==> src/rtl/bcd_disp_mux_pkg.sv <==
// Shared constants for the 6-digit BCD display multiplexer.
// Holds the active-low segment patterns (bit order g..a) and the digit-slot
// enumeration that maps scan index to the BCD nibble being shown.
package bcd_disp_mux_pkg;

    localparam logic [6:0] SEG_0     = 7'b1000000;
    localparam logic [6:0] SEG_1     = 7'b1111001;
    localparam logic [6:0] SEG_2     = 7'b0100100;
    localparam logic [6:0] SEG_3     = 7'b0110000;
    localparam logic [6:0] SEG_4     = 7'b0011001;
    localparam logic [6:0] SEG_5     = 7'b0010010;
    localparam logic [6:0] SEG_6     = 7'b0000010;
    localparam logic [6:0] SEG_7     = 7'b1111000;
    localparam logic [6:0] SEG_8     = 7'b0000000;
    localparam logic [6:0] SEG_9     = 7'b0010000;
    localparam logic [6:0] SEG_BLANK = 7'b1111111;
    localparam logic [6:0] SEG_DASH  = 7'b0111111;

    // Scan slot -> nibble: slots 0-2 show the lower value, 3-5 the upper value.
    typedef enum logic [2:0] {
        DIG_DL_ONES = 3'd0,
        DIG_DL_TENS = 3'd1,
        DIG_DL_HUND = 3'd2,
        DIG_DT_ONES = 3'd3,
        DIG_DT_TENS = 3'd4,
        DIG_DT_HUND = 3'd5
    } dig_idx_e;

endpackage

==> src/rtl/bcd_disp_mux_if.sv <==
// Display-side bundle for bcd_disp_mux.
//   DT, DL      : packed 3-digit BCD values (upper / lower)
//   en          : display enable
//   an          : anode selects, active-low, one-hot while enabled
//   seg, dp     : cathodes and decimal point, active-low
//   frame_tick  : one-cycle pulse per completed scan frame
// master = BCD source / board side, slave = the display multiplexer.
interface bcd_disp_mux_if;
    logic [11:0] DT;
    logic [11:0] DL;
    logic        en;
    logic [5:0]  an;
    logic [6:0]  seg;
    logic        dp;
    logic        frame_tick;

    modport master (
        output DT, DL, en,
        input  an, seg, dp, frame_tick
    );

    modport slave (
        input  DT, DL, en,
        output an, seg, dp, frame_tick
    );
endinterface

==> src/rtl/bcd_disp_mux_bcd_to_seg7.sv <==
// BCD nibble to active-low seven-segment decoder.
//   i_nibble : BCD digit; values above 9 render as a dash
//   i_blank  : force all segments off (leading-zero blanking)
//   o_seg    : active-low segments, bit 0 = a ... bit 6 = g
module bcd_to_seg7
    import bcd_disp_mux_pkg::*;
(
    input  logic [3:0] i_nibble,
    input  logic       i_blank,
    output logic [6:0] o_seg
);

    always_comb begin
        o_seg = SEG_DASH;
        if (i_blank) begin
            o_seg = SEG_BLANK;
        end else begin
            case (i_nibble)
                4'd0:    o_seg = SEG_0;
                4'd1:    o_seg = SEG_1;
                4'd2:    o_seg = SEG_2;
                4'd3:    o_seg = SEG_3;
                4'd4:    o_seg = SEG_4;
                4'd5:    o_seg = SEG_5;
                4'd6:    o_seg = SEG_6;
                4'd7:    o_seg = SEG_7;
                4'd8:    o_seg = SEG_8;
                4'd9:    o_seg = SEG_9;
                default: o_seg = SEG_DASH;
            endcase
        end
    end

endmodule

==> src/rtl/bcd_disp_mux.sv <==
// Time-multiplexed 6-digit seven-segment driver.
//   clk, rst : system clock, synchronous active-high reset
//   bus      : bcd_disp_mux_if.slave (DT/DL/en in, an/seg/dp/frame_tick out)
// Each digit slot lasts CLK_DIV cycles. DT/DL are captured only at the end of
// a frame so a frame never mixes old and new values. an/seg/dp are registered
// and trail the scan index by one cycle.
module bcd_disp_mux
    import bcd_disp_mux_pkg::*;
#(
    parameter int CLK_DIV = 50000,
    parameter int NDIG    = 6
) (
    input  logic          clk,
    input  logic          rst,
    bcd_disp_mux_if.slave bus
);

    localparam int CW = (CLK_DIV > 1) ? $clog2(CLK_DIV) : 1;

    logic [CW-1:0] r_cnt;
    logic [2:0]    r_idx;
    logic [11:0]   r_snap_dt;
    logic [11:0]   r_snap_dl;
    logic [5:0]    r_an;
    logic [6:0]    r_seg;
    logic          r_dp;
    logic          r_frame_tick;

    logic          w_end_slot;
    logic          w_end_frame;
    logic [3:0]    w_nibble;
    logic          w_blank;
    logic [6:0]    w_seg;

    assign w_end_slot  = (r_cnt == CW'(CLK_DIV - 1));
    assign w_end_frame = w_end_slot && (r_idx == 3'(NDIG - 1));

    // Leading-zero blanking per 3-digit group; a dash nibble is non-zero,
    // so it keeps the digits below it lit.
    always_comb begin
        w_nibble = r_snap_dl[3:0];
        w_blank  = 1'b0;
        case (r_idx)
            DIG_DL_ONES: w_nibble = r_snap_dl[3:0];
            DIG_DL_TENS: begin
                w_nibble = r_snap_dl[7:4];
                w_blank  = (r_snap_dl[11:4] == 8'h00);
            end
            DIG_DL_HUND: begin
                w_nibble = r_snap_dl[11:8];
                w_blank  = (r_snap_dl[11:8] == 4'h0);
            end
            DIG_DT_ONES: w_nibble = r_snap_dt[3:0];
            DIG_DT_TENS: begin
                w_nibble = r_snap_dt[7:4];
                w_blank  = (r_snap_dt[11:4] == 8'h00);
            end
            DIG_DT_HUND: begin
                w_nibble = r_snap_dt[11:8];
                w_blank  = (r_snap_dt[11:8] == 4'h0);
            end
            default: w_blank = 1'b1;
        endcase
    end

    bcd_to_seg7 u_seg7 (
        .i_nibble (w_nibble),
        .i_blank  (w_blank),
        .o_seg    (w_seg)
    );

    always_ff @(posedge clk) begin
        if (rst) begin
            r_cnt        <= '0;
            r_idx        <= '0;
            r_snap_dt    <= '0;
            r_snap_dl    <= '0;
            r_an         <= 6'b111111;
            r_seg        <= SEG_BLANK;
            r_dp         <= 1'b1;
            r_frame_tick <= 1'b0;
        end else begin
            if (w_end_slot) begin
                r_cnt <= '0;
                r_idx <= (r_idx == 3'(NDIG - 1)) ? 3'd0 : r_idx + 3'd1;
            end else begin
                r_cnt <= r_cnt + CW'(1);
            end

            if (w_end_frame) begin
                r_snap_dt <= bus.DT;
                r_snap_dl <= bus.DL;
            end
            r_frame_tick <= w_end_frame;

            // Disabling only gates the anodes; the scan keeps its phase.
            r_an  <= bus.en ? ~(6'b000001 << r_idx) : 6'b111111;
            r_seg <= w_seg;
            r_dp  <= (r_idx != DIG_DT_ONES);
        end
    end

    assign bus.an         = r_an;
    assign bus.seg        = r_seg;
    assign bus.dp         = r_dp;
    assign bus.frame_tick = r_frame_tick;

endmodule
==> src/flat_wrapper.sv <==
// flat-port wrapper written by rule: the top's interface ports become plain ports
module bcd_disp_mux_flat import bcd_disp_mux_pkg::*;
#(
    parameter int CLK_DIV = 50000,
    parameter int NDIG    = 6
)
  (clk, rst, bus_DT, bus_DL, bus_en, bus_an, bus_seg, bus_dp, bus_frame_tick);
  bcd_disp_mux_if bus_i ();
  input  logic clk;
  input  logic rst;
  input wire logic [$bits(bus_i.DT)-1:0] bus_DT;
  input wire logic [$bits(bus_i.DL)-1:0] bus_DL;
  input wire logic [$bits(bus_i.en)-1:0] bus_en;
  output wire logic [$bits(bus_i.an)-1:0] bus_an;
  output wire logic [$bits(bus_i.seg)-1:0] bus_seg;
  output wire logic [$bits(bus_i.dp)-1:0] bus_dp;
  output wire logic [$bits(bus_i.frame_tick)-1:0] bus_frame_tick;
  assign bus_i.DT = bus_DT;
  assign bus_i.DL = bus_DL;
  assign bus_i.en = bus_en;
  assign bus_an = bus_i.an;
  assign bus_seg = bus_i.seg;
  assign bus_dp = bus_i.dp;
  assign bus_frame_tick = bus_i.frame_tick;
  bcd_disp_mux #(.CLK_DIV(CLK_DIV), .NDIG(NDIG)) u_core (.clk(clk), .rst(rst), .bus(bus_i));
endmodule
==> config.mk <==
export PLATFORM = sky130hd
export DESIGN_NAME = bcd_disp_mux_flat
export DESIGN_NICKNAME = d
export VERILOG_FILES = /design/src/rtl/bcd_disp_mux_pkg.sv /design/src/rtl/bcd_disp_mux_if.sv /design/src/rtl/bcd_disp_mux_bcd_to_seg7.sv /design/src/rtl/bcd_disp_mux.sv /design/src/flat_wrapper.sv
export SDC_FILE = /design/constraint.sdc
export NUM_CORES = 1
export LEC_CHECK = 0
export ABC_AREA = 1
export BUFFER_PORTS_ARGS = -buffer_cell sky130_fd_sc_hd__buf_2
export CAP_MARGIN = 15
export CORE_UTILIZATION = 46
export CTS_BUF_LIST = sky130_fd_sc_hd__clkbuf_4
export CTS_CLUSTER_SIZE = 28
export DETAILED_ROUTE_END_ITERATION = 7
export PLACE_DENSITY = 0.64
export SLEW_MARGIN = 20
export SYNTH_ARGS = -nofsm -noshare
export SYNTH_HDL_FRONTEND = slang
export SYNTH_SLANG_ARGS = --single-unit
==> constraint.sdc <==
create_clock -name clk -period 3.1 [get_ports clk]
set_clock_uncertainty 0.2 [all_clocks]
set_input_delay 0.31 -clock clk [delete_from_list [all_inputs] [get_ports clk]]
set_output_delay 0.31 -clock clk [all_outputs]
set_load 0.02 [all_outputs]
### After elaboration in Yosys (flattened, before gate mapping)

Memories as Yosys holds them, arrays and structs flattened. A register that Yosys moved wholly into a read port is not among the register bits.
Index checks and enable logic that the tools add are counted.

* memory bits (read-only): 112
* memories: 1
* bits in registers: 51
* output and inout port bits: 15

* muxes and demuxes: 3
* bitwise gates (word level): 2
* reduce and logical (&&, ||, !) cells: 10
* shifts and indexed selects: 1
* add/subtract/negate cells: 2
* equality and inequality tests: 7

Memories
* (no name shown): words 16, bits a word 7, read ports 1, clocked after Yosys merged registers in 1, write ports 0, RTL line bcd_disp_mux_bcd_to_seg7.sv:18 `case (i_nibble)`

Operators with widths (number)
* one-hot mux 4 bit (5 select lines): 1
* adder 16 x 1 -> 16 bit, second input constant: 1
* == test 16 bit, second input constant: 1
* zero test 8 bit: 2
* zero test 4 bit: 2
* OR reduction 2 bit: 4
* == test 3 x 2 -> 1 bit, second input constant: 2
* == test 3 bit, second input constant: 2
* NOT 6 bit: 1
* << shifter 1 x 3 -> 6 bit, first input constant: 1
* one-hot mux 1 bit (5 select lines): 1
* adder 3 x 1 -> 3 bit, second input constant: 1
* == test 3 x 1 -> 1 bit, second input constant: 1
* zero test 3 bit: 1
* two-way mux 3 bit: 1
* != test 3 x 2 -> 1 bit, second input constant: 1
* logical AND 1 bit: 1
* NOT 1 bit: 1

### Depth between registers and ports, before layout

Gate-level depths: netlist (run 1).

* word-level depth: 4
* gate-level depth with buffers: 17
* depth with buffers taken out: 15

### By module

A second synthesis (run 1) with hierarchy kept.

* cells, all modules: 406
* area total of the unflattened synthesis: 2819.0 µm²

Modules (own cells, without submodules)
* bcd_disp_mux: instances 1, cells each 369, area an instance 2622.5 µm², seq. area each 1161.1 µm²
* bcd_to_seg7: instances 1, cells each 37, area an instance 196.4 µm², seq. area each 0.0 µm²

### Worst setup path after synthesis (run 1)

Ideal clock, no wire load.

* path type: reg-to-reg
* from: reg u_core.r_idx[0]
* to: reg u_core.r_seg[3] (netlist: u_core.bus.seg[3])
* required time: 2783 ps
* setup slack: 912 ps
* cell stages (with the launch flop): 18
* arrival time: 1871 ps
* path buffers: 2
* library setup time: 117 ps
* path through: dfxtp_1 buf_4 nand2_1 inv_1 ha_1 buf_2 nor2_4 nand2_2 nand2_4 nand2_1 nand3_2 inv_1 ha_1 inv_1 nand2_1 nand2_1 nand2_1 nand2_1

* word-level cells in the longest chain between the ends: 4
* elaborated cells between the ends (all ways): 10

RTL lines
* start: declaration: RTL line bcd_disp_mux.sv:21 `logic [2:0] r_idx;`
* start signal: assignment: RTL line bcd_disp_mux.sv:85 `r_idx <= (r_idx == 3'(NDIG - 1)) ? 3'd0 : r_idx + 3'd1;`
* == test 3 x 2 -> 1 bit / zero test 3 bit (equally long branches): RTL line bcd_disp_mux.sv:43 `case (r_idx)`
* OR reduction 2 bit (no line)
* one-hot mux 1 bit (5 select lines): RTL line bcd_disp_mux.sv:43
* OR reduction 2 bit (no line)
* end: declaration: RTL line bcd_disp_mux.sv:25 `logic [6:0] r_seg;`

Parallel ways exist; a longest one is shown, timed or not.
A chain may end at the register's enable or synchronous reset.

### Worst setup path after layout (run 1)

* from: reg u_core.r_idx[2]
* to: reg u_core.r_seg[3] (netlist: u_core.bus.seg[3])

Same word-level chain as after synthesis.

==> results of run 1 <==
==> layout make-up <==
type	count	area (µm²)	area share (%)
Sequential cell	58	1161	35.11
Tap cell	72	90.09	2.724
Multi-Input combinational cell	280	1354	40.94
Timing Repair Buffer	66	452.9	13.70
Inverter	38	145.1	4.389
Clock buffer	11	82.58	2.497
Clock inverter	5	21.27	0.6432
==> registers in the layout, summed over array words and instances, names as in the netlist <==
signal / count
u_core.bus.an: 6
u_core.bus.dp: 1
u_core.bus.frame_tick: 1
u_core.bus.seg: 7
u_core.r_cnt: 16
u_core.r_idx: 3
u_core.r_snap_dl: 12
u_core.r_snap_dt: 12
==> cells in the final DEF, fill, tap and decap left out, drive strengths merged <==
cell type,Yosys,final
nor3,8,8
o22ai,1,1
inv,38,38
nor3b,4,4
o21bai,1,1
nand3,30,30
o21ai,5,5
nor2,40,40
o21a,1,1
clkinv,0,5
nand3b,1,1
clkbuf,3,11
a21oi,34,34
nand2,134,134
buf,8,42
dlygate4sd3,0,24
xor2,2,2
nor4,2,2
ha,5,5
nand4,10,10
dfxtp,58,58
a31oi,2,2
==> path summary, 6_finish.rpt <==
kind	from	to
setup / recovery	u_core.r_idx[2]	u_core.bus.seg[3]
hold / removal	bus_en	u_core.bus.an[2]
setup reg to reg	u_core.r_idx[2]	u_core.bus.seg[3]
hold reg to reg	u_core.r_cnt[0]	u_core.r_cnt[0]
==> logic make-up after synthesis <==
family / Yosys count / synth area share [%]
buffers and inverters: 49 / 7.586
adder cells (fa/ha/maj): 5 / 2.299
AO/OA/AOI/OAI: 44 / 8.828
flip-flops: 58 / 42.67
AND/OR/NAND/NOR: 229 / 37.98
XOR/XNOR: 2 / 0.6438
==> repair_timing <==
action                                  4_1_cts  5_1_grt
endpoints found under the hold margin        24        0
endpoints found under the setup margin        0        0
hold buffers                                 24        0
==> through the flow <==
step	setup WS [ns]	total power, µW	hold slack, ns	instance area [µm²]
after floorplan	0.9122	797.5	0.2064	2721
after global placement	0.7353	822.6	0.2314	2963
after detailed placement	0.6477	823.5	0.2482	2963
after CTS	0.6218	1279	0.04132	3307
after global routing	0.3603	1324	0.06576	3307
final	0.6247	1261	0.05350	3307
==> worst max-delay path, stage by stage, from the launching register on <==
cell and delay, ns:
dfxtp_1 0.60, inv_4 0.10, ha_1 0.33, nor2_4 0.15
nand2_2 0.07, nand2_4 0.12, nand2_1 0.08, nand3_2 0.11
inv_1 0.08, ha_1 0.29, inv_1 0.04, nand2_1 0.05
nand2_1 0.05, nand2_1 0.05, nand2_1 0.05
==> layer usage <==
layer	track usage, %	vias to the layer above	part of all wire [%]
met2	33.22	74	43
li1	-	1377	-
met3	8.276	6	6.0
met5	0	-	0
met1	30.83	1164	50
met4	6.364	0	0.55
==> cells in the mapped netlist, drive strengths merged (3+ instances only) <==
master and instances:
nand2 134, dfxtp 58, nor2 40, inv 38
a21oi 34, nand3 30, nand4 10, buf 8
nor3 8, ha 5, o21ai 5, nor3b 4
clkbuf 3
==> power breakdown <==
part,internal [µW],switching [µW]
sequential,753,2.94
clock,172,260
combinational,39.5,33.9
==> results.toml, run 1 <==
[cts]
cts-root-buf = "clkbuf_4"
cts_buffers = 9
post_cts_resized = 0
clk_path_buf_depth = 2
clk_latency_ns = 0.41
htreeDepth = 3
cts_tree = "built"
cts_setup_buffers = 0
path_clk_slew_ns = 0.09
cts.sinks = 58

[yosys]
synth_area_mm2 = 0.002721
ys_warn_count = 0
async_flop_share_pct = 0
synth_area_leaders = "dfxtp_1 43%, nand2_1 18%, a21oi_1 6.1%, nand3_1 4.8%, nor2_1 4.7%"
synth_edf_count = 0
synthFlopType = "dfxtp_1"
yosysSeqAreaShare_pct = 42.67
yosysTopAreaCell = "dfxtp_1"
synthCells = 387
synth_top_area_share_pct = 42.67
avgSynthCellArea_um2 = 7.032
syn_nets = 419
synth_seq_cells = 58
synth_cell_type_count = 30

[placed_design]
io_buffers = 41
place.gp.congestion = 0.8557
dp_hpwl_um = 4418
dp_cells = 490

[sta]
setup_viol = 0
fin_crit_sh_pct = 79.85
fin_tns_setup_ns = 0
timing.slew.headroom_pct = 52.64
fmax_mhz = 404.0
timing.final.max_slew_violations = 0
finalCriticalPeriod_ns = 2.475
rsz0062_at_grt = "false"
finalHoldViolCount = 0
tightestPinTransition_ns = 0.7096

[route]
final_antenna_net_count = 0
firstDrtPassIters = 5
avgViaCountPerCell = 4.945
drt_iter0_drc = 171
post_drt_wl_per_cell_um = 11.68
drc = 0
routed_wl_um = 6192
vias = 2621

[die]
fp.dieW_um = 78.92
die_area_mm2 = 0.006228
start_util_pct = 48.53
core_area_mm2 = 0.005608
rows = 27
die_h_um = 78.92
pin_count = 42

[job]
drv_cap = 0

[hold_path]
hp-class = "input port to flop"
hold_path_depth = 4

[worst_setup_path]
worstPathArrival_ns = 2.58
worstSetupEndpointType = "flop"
start_kind = "flop"
worstPathRequired_ns = 3.20
ff2ff_setup_slack_ns = 0.62
reg2reg_depth = 14
critical_path_class = "flop to flop"
critPathMaxFanout = 10

[grt]
grt_max_degree = 32
grt_overflow = 0
grt_first_pass_wirelength_um = 10920
grt_pass1_vias = 2363
grt.total_usage_pct = 22.56
antenna_found_initial = 0

[final_layout]
antenna_cells = 0
synthToLayoutAreaGrowth_pct = 21.52
final_nets = 485
fill_cells = 569
final_util_pct = 58.97
fin_cells = 530
drive_above_1_share_pct = 16.81

[pwr]
pwr_density_cell_mw_per_mm2 = 381.3
power.leakage_uw = 0.001338
ir_worst_vdd_mv = 0.2688

[status]
status = "complete, no violations"
Note: power is estimated with default switching activity, not from simulation.
==> run 2, diff against run 1 <==
Settings changed: PLACE_DENSITY 0.64 to 0.66.
Clock period 3.1 ns to 2 ns, I/O delays scaled along.
==> results.toml, run 2 (synthesized netlist as in run 1, its figures left out) <==
[sta]
setup_ws_ns = 0.04026
rsz0062_at_grt = "true"
fin_tns_setup_ns = 0
timing.final.max_slew_violations = 0
timing.slew.headroom_pct = 77.00
tightestPinTransition_ns = 0.3438
finalHoldViolCount = 0
fmax_mhz = 510.3
hold_ws_ns = 0.2203
setup_viol = 0
fin_crit_sh_pct = 97.99
finalCriticalPeriod_ns = 1.960

[worst_setup_path]
cpMostUsedCell = "nand2_1"
r2r-end = "u_core.bus.seg[3]"
critical_path_class = "flop to flop"
ff2ff_setup_slack_ns = 0.04
worstSetupEndpointType = "flop"
r2r-start = "u_core.r_idx[0]"
crit_path_max_incr_delay_ns = 0.38
critPathMaxFanout = 8
worstPathArrival_ns = 2.05
worstPathRequired_ns = 2.09
critPathSlowestCell = "dfxtp_4"
path_cells = "nand2_2 > inv_2 > ha_4 > inv_2 > nand3_2 > nand2_4 > nand2_2 > nand3_4 > inv_4 > ha_4 > inv_2 > nand2_1 > nand2_1 > nand2_1 > nand2_1"
start_kind = "flop"
reg2reg_depth = 15

[route]
routed_wl_um = 6307
avgViaCountPerCell = 4.877
drc = 0
drt_iter0_drc = 146
vias = 2687
post_drt_wl_per_cell_um = 11.45
firstDrtPassIters = 4
final_antenna_net_count = 0

[final_layout]
drive_above_1_share_pct = 24.63
final_nets = 506
synthToLayoutAreaGrowth_pct = 32.05
fin_cells = 551
antenna_cells = 0
top_regs = "u_core.r_cnt: 16 flops, u_core.r_snap_dl: 12 flops, u_core.r_snap_dt: 12 flops"
final_common_cell = "nand2_1"
fill_cells = 535
regMostFlops = "u_core.r_cnt"
largest_reg_flops = 16
final_cell_mix = "123 x nand2_1, 54 x dfxtp_1, 41 x buf_2"

[placed_design]
dp_hpwl_um = 4512
place.gp.congestion = 0.8853
dp_cells = 506
pre_cts_ws_ns = -0.02141
io_buffers = 41

[die]
rows = 27
core_area_mm2 = 0.005608
pin_count = 42
die_h_um = 78.92
fp.dieW_um = 78.92
die_area_mm2 = 0.006228
start_util_pct = 48.53

[pwr]
switchingPower_uw = 469.5
power_frac_seq_pct = 58.8
sw_frac_of_total_pct = 23.59
p_int_uw = 1521
share_clk_of_total_power_pct = 35.1
power.leakage_uw = 0.001473
total_power_uw = 1990
ir_worst_vdd_mv = 0.4158
pwr_density_cell_mw_per_mm2 = 553.9
comb_power_share_pct = 6.1

[grt]
grt.total_usage_pct = 22.62
antenna_found_initial = 0
grt_first_pass_wirelength_um = 10830
grt_pass1_vias = 2429
grt_overflow = 0
grt_max_degree = 29

[cts]
path_clk_slew_ns = 0.10
cts-root-buf = "clkbuf_4"
htreeDepth = 3
clk_latency_ns = 0.40
cts_tree = "built"
cts_buffers = 9
cts.sinks = 58
clk_path_buf_depth = 2

[hold_path]
hold_path_depth = 1
hp-class = "flop to flop"
hold_start = "u_core.r_cnt[0]"
hold_end = "u_core.r_cnt[0]"

[status]
status = "complete, no violations"

[job]
drv_cap = 0
run 2: changes by cell type in the layout (fill, tap and decap cells not counted), sizes merged:
cell,before,now
buf,42,61
clkbuf,11,12
clkinv,5,4
dlygate4sd3,24,26
run 2: worst max path at each step:
stage / cells past startpoint / startpoint / to
after floorplan: 17 / u_core.r_idx[0] / u_core.bus.seg[3]
after global placement: 14 / u_core.r_idx[2] / u_core.bus.seg[3]
after detailed placement: 13 / u_core.r_idx[2] / u_core.bus.seg[4]
after CTS: 13 / u_core.r_idx[1] / u_core.bus.seg[3]
after global routing: 13 / u_core.r_idx[0] / u_core.bus.seg[5]
final: 15 / u_core.r_idx[0] / u_core.bus.seg[3]
run 2: critical path: cells and delay by family (launching register included):
family | cells | cell delay, ns
adders and majority gates | 2 | 0.44
buffers and inverters | 4 | 0.18
DFF | 1 | 0.38
and+or+nand+nor | 9 | 0.65
run 2: layout make-up:
type	instances	area [µm²]	area share (%)
clock inverter	4	18.77	0.5223
sequential	58	1169	32.52
timing repair buffer	87	646.9	18.00
inverter	38	150.1	4.178
clock buffer	12	90.09	2.507
multi-input combinational	280	1429	39.76
tap	72	90.09	2.507
run 2: metal layers:
layer	vias to the layer above	wire length [µm]	global-route usage, %
met2	86	2653	33.83
met5	-	0	0
met1	1164	3166	30.07
li1	1422	-	-
met4	0	143	11.27
met3	15	344	5.862
run 2: metrics by stage:
step / area (µm²) / util [%]
CTS: 3507 / 62.54
detailed placement: 3127 / 55.76
global placement: 3127 / 55.76
finish: 3593 / 64.08
floorplan: 2766 / -
global route: 3593 / 64.08
run 2: power by group through the flow:
stage / clock network (µW) / logic (µW) / registers, µW
after floorplan: 0 / 27.9 / 1210
after global placement: 0 / 80.9 / 1200
after detailed placement: 0 / 82.0 / 1200
after CTS: 714 / 120 / 1170
after global routing: 764 / 133 / 1170
final: 699 / 121 / 1170
run 2: repair_timing:
item	in CTS	in global routing
endpoints found under the setup margin	2	28
pin swaps	0	9
hold endpoints to repair	31	0
resized for setup	2	21
hold buffers	26	0
setup buffers	0	3
==> run 3, diff against run 2 <==
Settings changed: REMOVE_ABC_BUFFERS set to 1.
==> results.toml, run 3 (synthesized netlist as in run 1, its figures left out) <==
[status]
status = "complete, no violations"

[die]
rows = 27
die_area_mm2 = 0.006228
start_util_pct = 48.53
die_h_um = 78.92
core_area_mm2 = 0.005608
fp.dieW_um = 78.92
pin_count = 42

[route]
final_antenna_net_count = 0
routed_wl_um = 6683
drt_iter0_drc = 129
vias = 2800
firstDrtPassIters = 4
wl_met1_um = 3086
post_drt_wl_per_cell_um = 11.91
avgViaCountPerCell = 4.991
met2_length_um = 3112
top_layer = "met4"
drc = 0
route.met3.wl_um = 330

[cts]
cts-root-buf = "clkbuf_4"
cts_tree = "built"
clk_path_buf_depth = 2
cts.sinks = 58
path_clk_slew_ns = 0.09
htreeDepth = 3
clk_latency_ns = 0.39
cts_buffers = 9

[worst_setup_path]
worstSetupEndpointType = "flop"
ff2ff_setup_slack_ns = 0.02
critical_path_class = "flop to flop"
r2r-end = "u_core.bus.seg[5]"
reg2reg_depth = 13
worstPathRequired_ns = 2.08
worstPathArrival_ns = 2.06
start_kind = "flop"
critPathMaxFanout = 6
r2r-start = "u_core.r_idx[1]"

[grt]
grt_overflow = 0
antenna_found_initial = 0
grt.total_usage_pct = 22.40
grt_first_pass_wirelength_um = 10940
grt_max_degree = 25
grt_pass1_vias = 2480

[final_layout]
top_regs = "u_core.r_cnt: 16 flops, u_core.r_snap_dl: 12 flops, u_core.r_snap_dt: 12 flops"
antenna_cells = 0
final_cell_mix = "120 x nand2_1, 55 x dfxtp_1, 41 x buf_2"
regMostFlops = "u_core.r_cnt"
fin_area_mm2 = 0.003774
largest_reg_flops = 16
synthToLayoutAreaGrowth_pct = 38.67
fin_cells = 561
final_util_pct = 67.29
drive_above_1_share_pct = 26.38
final_nets = 516
final_common_cell = "nand2_1"

[sta]
finalHoldViolCount = 0
setup_viol = 0
fin_tns_setup_ns = 0
finalCriticalPeriod_ns = 1.978
timing.slew.headroom_pct = 67.99
rsz0062_at_grt = "true"
fin_crit_sh_pct = 98.91
timing.final.max_slew_violations = 0
tightestPinTransition_ns = 0.4784
fmax_mhz = 505.5

[pwr]
ir_worst_vdd_mv = 0.4016
total_power_uw = 2098
pwr_density_cell_mw_per_mm2 = 555.9
power.leakage_uw = 0.001538

[placed_design]
dp_cells = 510
place.gp.congestion = 0.9573
io_buffers = 41
dp_hpwl_um = 4551
place_area_mm2 = 0.003151

[hold_path]
hold_start = "u_core.r_cnt[0]"
hold_end = "u_core.r_cnt[0]"
hold_path_depth = 1
hp-class = "flop to flop"

[job]
drv_cap = 0
[run 3: cell types whose count changed in the layout (fill, tap and decap cells not counted), moves of 3 or more]
| cell | previous run | this run |
|---|---|---|
| buf_12 | 1 | 4 |
| clkinv_2 | 3 | 0 |
| buf_4 | 15 | 20 |
| clkinv_1 | 1 | 4 |
| nand2_1 | 123 | 120 |
| nor2_1 | 34 | 30 |
[run 3: worst max path at each step]
stage                     from                end  depth (start not counted)
2_1_floorplan  u_core.r_idx[2]  u_core.bus.seg[3]                         14
3_3_place_gp   u_core.r_idx[2]  u_core.bus.seg[3]                         14
3_5_place_dp   u_core.r_idx[2]  u_core.bus.seg[3]                         14
4_1_cts        u_core.r_idx[2]  u_core.bus.seg[3]                         14
5_1_grt        u_core.r_idx[1]  u_core.bus.seg[1]                         13
6_report       u_core.r_idx[1]  u_core.bus.seg[5]                         13
[run 3: area by class of cell]
cell class,count,area (µm²)
fillers,494,1834
multi-input cells,280,1469
flip-flops and latches,58,1167
repair buffers,97,767.0
inverters,38,152.6
well taps,72,90.09
clock buffers,11,82.58
clock inverters,5,45.04
[run 3: metrics by stage]
stage | setup WS [ns] | hold WS (ns)
after floorplan | -0.2436 | 0.06907
after global placement | -0.04060 | 0.2323
after detailed placement | -0.09434 | 0.2452
after CTS | -0.0008793 | 0.2591
after global routing | -0.09157 | 0.2641
final | 0.02180 | 0.2537
[run 3: power by group]
| group | internal [µW] | switching (µW) | total (µW) |
|---|---|---|---|
| Sequential | 1170 | 4.80 | 1170 |
| Clock | 394 | 411 | 805 |
| Combinational | 68.7 | 54.1 | 123 |
| Total | 1630 | 469 | 2100 |
[run 3: what timing repair did]
action                     in CTS  in global routing
resized for setup               5                 40
pin swaps                       0                 20
hold endpoints to repair       34                  0
setup endpoints to repair       5                 17
setup buffers                   0                  9
hold buffers                   26                  0
[run 3: layer usage]
metal  track usage, %  vias up
met2            36.70       80
met3            4.598       14
met1            28.19     1262
met4            10.36        0
met5                0        -
li1                 -     1444
[run 3: worst max-delay path, cell delays in order, from the launching register on]
cell and delay [ns]:
dfxtp_2 0.34, nand2_2 0.07, inv_2 0.04, ha_4 0.18
buf_6 0.12, nand2_2 0.07, nand2_2 0.06, nor2_2 0.08
nand3b_1 0.20, ha_2 0.25, inv_1 0.06, nand3_1 0.07
nand3_1 0.09, nand2_1 0.05
